--- config.mk ---
export PLATFORM = sky130hd
export DESIGN_NAME = i2c_xfer_sequencer
export DESIGN_NICKNAME = d
export VERILOG_FILES = /design/src/rtl/i2c_xfer_sequencer.sv
export SDC_FILE = /design/constraint.sdc
export NUM_CORES = 1
export LEC_CHECK = 0
export BUFFER_PORTS_ARGS = -buffer_cell sky130_fd_sc_hd__buf_2
export CAP_MARGIN = 5
export CELL_PAD_IN_SITES_DETAIL_PLACEMENT = 1
export CELL_PAD_IN_SITES_GLOBAL_PLACEMENT = 1
export CORE_UTILIZATION = 45
export DETAILED_ROUTE_END_ITERATION = 10
export PLACE_DENSITY = 0.8
export SYNTH_ARGS = -nofsm -noshare
export SYNTH_HDL_FRONTEND = slang
export SYNTH_SLANG_ARGS = --single-unit
--- constraint.sdc ---
create_clock -name PCLK -period 3.16 [get_ports PCLK]
set_input_delay 0.474 -clock PCLK [delete_from_list [all_inputs] [get_ports PCLK]]
set_output_delay 0.474 -clock PCLK [all_outputs]
set_load 0.02 [all_outputs]
--- src/rtl/i2c_xfer_sequencer.sv ---
// i2c_xfer_sequencer: drives the i2c_master register bus to run single-byte
// register writes/reads from a one-shot request, after a one-time core init.
module i2c_xfer_sequencer #(
    parameter logic [15:0] PRESCALE = 16'd99,
    parameter logic [15:0] TIMEOUT  = 16'd4095
) (
    input  logic       PCLK,
    input  logic       PRESETn,
    input  logic       req,
    input  logic       rnw,
    input  logic [6:0] dev_addr,
    input  logic [7:0] reg_addr,
    input  logic [7:0] wdata,
    output logic       ready,
    output logic       done,
    output logic [7:0] rdata,
    output logic [1:0] err,
    output logic [5:0] m_a,
    output logic [7:0] m_di,
    output logic       m_we,
    output logic       m_re,
    input  logic [7:0] m_do
);
    typedef enum logic [4:0] {
        INIT_LO, INIT_HI, INIT_EN, IDLE,
        SET_TXR, SET_CR, POLL_RD, POLL_WAIT, POLL_CHK,
        RX_RD, RX_WAIT, RX_CHK,
        STOP_CR, STOP_RD, STOP_WAIT, STOP_CHK,
        FINISH
    } state_t;

    state_t      state_q, state_d;
    logic [1:0]  phase_q, phase_d;
    logic [15:0] cnt_q, cnt_d;
    logic        rnw_q, rnw_d;
    logic [6:0]  dev_q, dev_d;
    logic [7:0]  reg_q, reg_d;
    logic [7:0]  wdata_q, wdata_d;
    logic [7:0]  rdata_q, rdata_d;
    logic [1:0]  err_q, err_d;
    logic [5:0]  m_a_q, m_a_d;
    logic [7:0]  m_di_q, m_di_d;
    logic        m_we_q, m_we_d;
    logic        m_re_q, m_re_d;

    logic [7:0]  txr_val, cr_val;
    logic [15:0] cnt_inc;
    logic        last_phase, rx_phase;

    // Phase 0: address (W), 1: register index, 2: data (W) or address (R), 3: read byte
    assign txr_val    = phase_q == 2'd0 ? {dev_q, 1'b0} :
                        phase_q == 2'd1 ? reg_q :
                        rnw_q ? {dev_q, 1'b1} : wdata_q;
    assign cr_val     = phase_q == 2'd1 ? 8'h10 :
                        phase_q == 2'd3 ? 8'h68 :
                        (phase_q == 2'd2 && !rnw_q) ? 8'h50 : 8'h90;
    assign last_phase = rnw_q ? phase_q == 2'd3 : phase_q == 2'd2;
    assign rx_phase   = rnw_q && phase_q == 2'd3;
    assign cnt_inc    = cnt_q + 16'd1;

    assign ready = state_q == IDLE;
    assign done  = state_q == FINISH;
    assign rdata = rdata_q;
    assign err   = err_q;
    assign m_a   = m_a_q;
    assign m_di  = m_di_q;
    assign m_we  = m_we_q;
    assign m_re  = m_re_q;

    // Bus strobes are registered, so each state's access appears in the following cycle
    always_comb begin
        state_d = state_q;
        phase_d = phase_q;
        cnt_d   = cnt_q;
        rnw_d   = rnw_q;
        dev_d   = dev_q;
        reg_d   = reg_q;
        wdata_d = wdata_q;
        rdata_d = rdata_q;
        err_d   = err_q;
        m_a_d   = m_a_q;
        m_di_d  = m_di_q;
        m_we_d  = 1'b0;
        m_re_d  = 1'b0;
        case (state_q)
            INIT_LO: begin
                m_we_d  = 1'b1;
                m_a_d   = 6'd0;
                m_di_d  = PRESCALE[7:0];
                state_d = INIT_HI;
            end
            INIT_HI: begin
                m_we_d  = 1'b1;
                m_a_d   = 6'd1;
                m_di_d  = PRESCALE[15:8];
                state_d = INIT_EN;
            end
            INIT_EN: begin
                m_we_d  = 1'b1;
                m_a_d   = 6'd2;
                m_di_d  = 8'h80;
                state_d = IDLE;
            end
            IDLE: begin
                if (req) begin
                    rnw_d   = rnw;
                    dev_d   = dev_addr;
                    reg_d   = reg_addr;
                    wdata_d = wdata;
                    rdata_d = 8'h00;
                    err_d   = 2'd0;
                    phase_d = 2'd0;
                    cnt_d   = 16'd0;
                    state_d = SET_TXR;
                end
            end
            SET_TXR: begin
                m_we_d  = 1'b1;
                m_a_d   = 6'd3;
                m_di_d  = txr_val;
                state_d = SET_CR;
            end
            SET_CR: begin
                m_we_d  = 1'b1;
                m_a_d   = 6'd4;
                m_di_d  = cr_val;
                state_d = POLL_RD;
            end
            POLL_RD: begin
                m_re_d  = 1'b1;
                m_a_d   = 6'd4;
                state_d = POLL_WAIT;
            end
            POLL_WAIT: state_d = POLL_CHK;
            POLL_CHK: begin
                if (m_do[5]) begin
                    err_d   = 2'd2;
                    state_d = FINISH;
                end else if (m_do[1]) begin
                    cnt_d   = cnt_inc;
                    err_d   = cnt_inc == TIMEOUT ? 2'd3 : err_q;
                    state_d = cnt_inc == TIMEOUT ? STOP_CR : POLL_RD;
                end else if (!rx_phase && m_do[7]) begin
                    err_d   = 2'd1;
                    state_d = STOP_CR;
                end else if (rx_phase) begin
                    state_d = RX_RD;
                end else if (last_phase) begin
                    state_d = FINISH;
                end else begin
                    phase_d = phase_q + 2'd1;
                    cnt_d   = 16'd0;
                    state_d = (rnw_q && phase_q == 2'd2) ? SET_CR : SET_TXR;
                end
            end
            RX_RD: begin
                m_re_d  = 1'b1;
                m_a_d   = 6'd3;
                state_d = RX_WAIT;
            end
            RX_WAIT: state_d = RX_CHK;
            RX_CHK: begin
                rdata_d = m_do;
                state_d = FINISH;
            end
            STOP_CR: begin
                m_we_d  = 1'b1;
                m_a_d   = 6'd4;
                m_di_d  = 8'h40;
                state_d = STOP_RD;
            end
            STOP_RD: begin
                m_re_d  = 1'b1;
                m_a_d   = 6'd4;
                state_d = STOP_WAIT;
            end
            STOP_WAIT: state_d = STOP_CHK;
            STOP_CHK: state_d = m_do[1] ? STOP_RD : FINISH;
            FINISH: state_d = IDLE;
            default: state_d = INIT_LO;
        endcase
    end

    always_ff @(posedge PCLK or negedge PRESETn) begin
        if (!PRESETn) begin
            state_q <= INIT_LO;
            phase_q <= 2'd0;
            cnt_q   <= 16'd0;
            rnw_q   <= 1'b0;
            dev_q   <= 7'd0;
            reg_q   <= 8'd0;
            wdata_q <= 8'd0;
            rdata_q <= 8'd0;
            err_q   <= 2'd0;
            m_a_q   <= 6'd0;
            m_di_q  <= 8'd0;
            m_we_q  <= 1'b0;
            m_re_q  <= 1'b0;
        end else begin
            state_q <= state_d;
            phase_q <= phase_d;
            cnt_q   <= cnt_d;
            rnw_q   <= rnw_d;
            dev_q   <= dev_d;
            reg_q   <= reg_d;
            wdata_q <= wdata_d;
            rdata_q <= rdata_d;
            err_q   <= err_d;
            m_a_q   <= m_a_d;
            m_di_q  <= m_di_d;
            m_we_q  <= m_we_d;
            m_re_q  <= m_re_d;
        end
    end
endmodule

# Word-level counts from Yosys, hierarchy flattened
# Cells that the tools add are included.
[totals] reg_bits=73 inputBits=35 output_inout_bits=28 elab_cells=110
[classes] n_addsub=2 n_eq_ne=31 mux=42 n_reduce_logical=22
[ops] cell="16-bit 2-to-1 mux" count=6
[ops] cell="5-bit one-hot mux with 16 select lines" count=1
[ops] cell="8-bit 2-to-1 mux" count=7
[ops] cell="8-bit one-hot mux with 6 select lines" count=1
[ops] cell="5-bit by 4-bit == test with 1-bit output, second input constant" count=8
[ops] cell="5-bit 2-to-1 mux" count=7
[ops] cell="16-bit one-hot mux with 2 select lines" count=1
[ops] cell="6-bit one-hot mux with 5 select lines" count=1
[ops] cell="5-bit by 3-bit == test with 1-bit output, second input constant" count=4
[ops] cell="2-bit 2-to-1 mux" count=10
[ops] cell="16-bit by 1-bit adder with 16-bit output, second input constant" count=1
[ops] cell="16-bit by 12-bit == test with 1-bit output, second input constant" count=1
[ops] cell="8-bit one-hot mux with 2 select lines" count=1
[ops] cell="2-bit inequality test, second input constant" count=6
[ops] cell="5-bit by 2-bit == test with 1-bit output, second input constant" count=2
[ops] cell="3-bit inequality test, second input constant" count=3
[ops] cell="4-bit inequality test, second input constant" count=2
[ops] cell="2-bit one-hot mux with 2 select lines" count=2
[ops] cell="7-bit AND reduction" count=1
[ops] cell="6-bit AND reduction" count=1
[ops] cell="6-bit nonzero test" count=1
[ops] cell="6-bit OR reduction" count=1
[ops] cell="5-bit by 1-bit == test with 1-bit output, second input constant" count=1
[ops] cell="5-bit == test, second input constant" count=1
[ops] cell="16 further kinds" count=27

# Logic depth before layout (Yosys ltp)
[logic_depth] ltp_word=9 mapped_depth=8 depth_no_buf=7

# Worst setup path before layout
# No wires, ideal clock.
[synth_timing] kind="register -> output" start="register state_q[4]" end="output done" arrival_time_ns=1.496 required_time_ns=2.686 slack_ns=1.190 path_stages_with_launch=4 n_path_buf=2 path_cell_list="dfrtp_1 clkbuf_1 clkbuf_1 nor3b_1"
[synth_via] elab_chain_cells=1
[synth_lines] item="start, declared" line="32" source="state_t state_q, state_d;"
[synth_lines] item="start signal, assigned" line="200" source="state_q <= state_d;"
[synth_lines] item="5-bit == test" line="62" source="assign done = state_q == FINISH;"
[synth_lines] item="end, declared" line="15" source="output logic done,"
# No other way between the ends.

# Worst setup path in the final report
[layout_timing] start="register state_q[3]" end="register cnt_q[6]"
[layout_via] elab_chain_cells=3 word_cells_on_any_way=10 classes_between="eq/ne (7); mux (1); reduce/logical (2)"
[layout_lines] item="5-bit by 4-bit == test with 1-bit output / 5-bit by 2-bit == test with 1-bit output (equally long branches)" line="85" source="case (state_q)"
[layout_lines] item="3-bit inequality test (no line) (tied with other cells)"
[layout_lines] item="6-bit AND reduction (no line)"
[layout_lines] item="end signal, assigned" line="202" source="cnt_q <= cnt_d;"
[layout_lines] item="end, declared" line="34" source="logic [15:0] cnt_q, cnt_d;"
# Parallel ways exist; a longest one is shown, timed or not.
# A chain may end at the register's enable or synchronous reset.

==> impl_results.md <==
- Crit. End Element: flop
- CP arrival: 2.66 ns
- Leakage: 1.97 nW
- IO Port Bufs: 59
- Detailed Route Iter0 Violations: 161
- Tcrit/Tclk final: 77.1%
- Area fraction of the dominant cell type after synthesis: 44.8%
- Routability cong.: 0.816
- Run status: complete, no violations
- Psw: 1.62 mW
- Cts hold-fix bufs: 0
- Final Hold Viols: 0
- Buffer depth of the longest clock path: 2
- RSZ-0062 raised after global routing: no
- Combinational share of power: 38.4%
- First drt pass iteration count: 4
- Setup Fix Bufs, Post-CTS: 0
- CP required: 3.39 ns
- Gr ovfl total: 0
- #FFs+latches synth: 70
- Antenna-violating nets left: 0
- Area growth, synth to finish: 13.8%
- IO Pins: 63
- Distinct cells, synth: 61
- Vias post-DR: 3462
- Die X: 95.2 um
- DRC viols: 0
- Initial Util: 47.1%
- Clk root buf: clkbuf_8
- CP Class: flop to flop
- Rows: 33
- Share of the yosys chip area belonging to registers: 44.8%
- Syn_area_per_cell: 8.97 um2
- MaxCap Viol Count: 0
- Maximum VDD drop: 346 uV
- Layout cells sized above 1: 22.3%
- Synth top cells by count: dfrtp_1 (70), o21ai_0 (43), nand2_1 (42), nor2_1 (33), a21oi_1 (28)
- Number of global-route vias before repair: 3570
- Measured slew at the worst slew-check pin: 0.940 ns
- Final nets: 522
- Fill count: 993
- Worst skew pair latency: 0.36 ns
- TritonCTS Buffers: 9
- Initial antenna violation count: 0
- Power Dens Cells: 865 nW/um2
- Final Max Slew Viols: 0
- Cell internal pwr: 2.24 mW
- Switching Share: 42.0%
- Post-Route Setup TNS: 0 ns
- Number of synthesized flops with an enable pin: 0
- Tmin final: 2.44 ns
- Via density: 5.87
- Post-route clock skew: 0.0107 ns
- Die ar.: 9070 um2
- HP Class: primary input to asynchronous set/reset pin
- Critical Path Start Type: flop
- Setup violations, final: 0
- Die Height: 95.2 um
- Top cells by area, synth: dfrtp_1 (45%), mux2_2 (6.9%), o21ai_0 (5.5%)
- Hpwl dp: 7740 um
- Drt wl/cell: 18.1 um
- Clk pwr share: 19.9%
- H-tree lvl count: 3
- Sequential power share: 41.7%
- CP max FO: 22
- CTS Sinks: 70
- Largest net degree at the start of global routing: 40
- Fmax: 410 MHz
- CTS-repair resized insts: 0
- TritonCTS clock tree: built
- Ys async rst share: 100%
- Top_reg_cell synth: dfrtp_1
- Slew margin rel.: 37.1%
- Synth Cell Area: 3910 um2
- Cell taking the most area after synthesis: dfrtp_1
- Clk slew on worst S/H paths: 0.09 ns
- Ant diodes: 0
- Core box area: 8300 um2
- YS warnings: 0
- Top-count cell post-synth: dfrtp_1
- Mapped Cells: 436
- Total Wirelength: 10700 um
- Post-layout power: 3.85 mW
- First-pass GRT wire length: 17800 um
- Total GRT Usage: 25.6%
## worst max-delay path, stage by stage (launching register included)
cell	delay, ns
dfrtp_1	0.73
nor4b_2	0.47
nand3_1	0.23
o21a_1	0.45
o21ai_0	0.30
o41ai_1	0.12
## metrics by stage
| step | util [%] | hold slack [ns] | worst slack, ns | area [um2] | cells |
|---|---|---|---|---|---|
| 2_1_floorplan | - | 0.178 | 1.19 | 3920 | 438 |
| 3_3_place_gp | 51.2 | 0.470 | 0.933 | 4250 | 574 |
| 3_5_place_dp | 51.2 | 0.481 | 0.833 | 4250 | 574 |
| 4_1_cts | 53.6 | 0.214 | 0.740 | 4450 | 590 |
| 5_1_grt | 53.6 | 0.246 | 0.523 | 4450 | 590 |
| 6_report | 53.6 | 0.194 | 0.723 | 4450 | 590 |
## sequential cells by signal (all words and copies together) (netlist names), 2 cells and up
signal	flops
err	2
rdata	8
m_a	3
wdata_q	8
dev_q	7
cnt_q	16
m_di	8
reg_q	8
state_q	5
phase_q	2
## per-layer routing
layer | vias to the layer above | part of all wire, % | global-route usage [%]
met4 | 0 | 1.0 | 9.22
met3 | 12 | 3.3 | 3.51
met2 | 64 | 49 | 42.4
met5 | - | 0 | 0
met1 | 1737 | 47 | 34.1
li1 | 1649 | - | -
## area by class of cell
| cell class | count | area [um2] | share of cell area (%) |
|---|---|---|---|
| clock buffers | 10 | 138 | 3.09 |
| clock inverters | 6 | 68.8 | 1.55 |
| inverters | 25 | 93.8 | 2.11 |
| multi-input cells | 312 | 1940 | 43.5 |
| flip-flops and latches | 70 | 1750 | 39.3 |
| well taps | 105 | 131 | 2.95 |
| repair buffers | 62 | 330 | 7.42 |
## cell families (layout without fill, tap and decap cells)
logic type               count (synthesis)  in the layout  synth area share, %
adder cells (fa/ha/maj)                  7              7                 2.24
other                                    1              3               0.0958
AND/OR/NAND/NOR                        144            144                 18.2
flip-flops                              70             70                 44.8
XOR/XNOR                                 5              5                 1.12
buffers and inverters                   56            103                 5.88
AO/OA/AOI/OAI                          128            128                 20.5
multiplexers                            25             25                 7.16
## power groups by stage
stage | clock network (mW) | logic [mW] | registers (mW)
after floorplan | 0 | 1.08 | 1.54
after global placement | 0 | 1.42 | 1.59
after detailed placement | 0 | 1.49 | 1.62
after CTS | 0.780 | 1.50 | 1.61
after global routing | 0.811 | 1.66 | 1.67
final | 0.766 | 1.48 | 1.61
## path summary, 6_finish.rpt
path                       startpoint         to  slack, ns  cells past startpoint
max in group asynchronous     PRESETn  cnt_q[10]       2.28                      2
min reg2reg                   m_di[6]    m_di[6]       0.50                      1
max reg2reg                state_q[3]   cnt_q[6]       0.72                      5
min                           PRESETn   reg_q[3]       0.19                      1
max                        state_q[3]   cnt_q[6]       0.72                      5
min in group PCLK             m_do[0]   rdata[0]       0.32                      3
## cell usage in the layout, fill, tap and decap left out, types with 4 or more instances in the layout
master    Yosys  routed
dfrtp_1      70      70
buf_2         7      59
o21ai_0      43      43
nand2_1      42      42
nor2_1       33      33
a21oi_1      28      28
inv_1        25      25
mux2_2       24      24
nor3_1       16      16
nand3_1      13      13
clkbuf_8      0      10
ha_1          7       7
nor2b_1       6       6
a31oi_1       6       6
o221ai_1      6       6
o22ai_1       6       6
nand4_1       5       5
or3_1         5       5
o21ai_1       4       4
No activity file was read; power rests on OpenSTA's default activity.
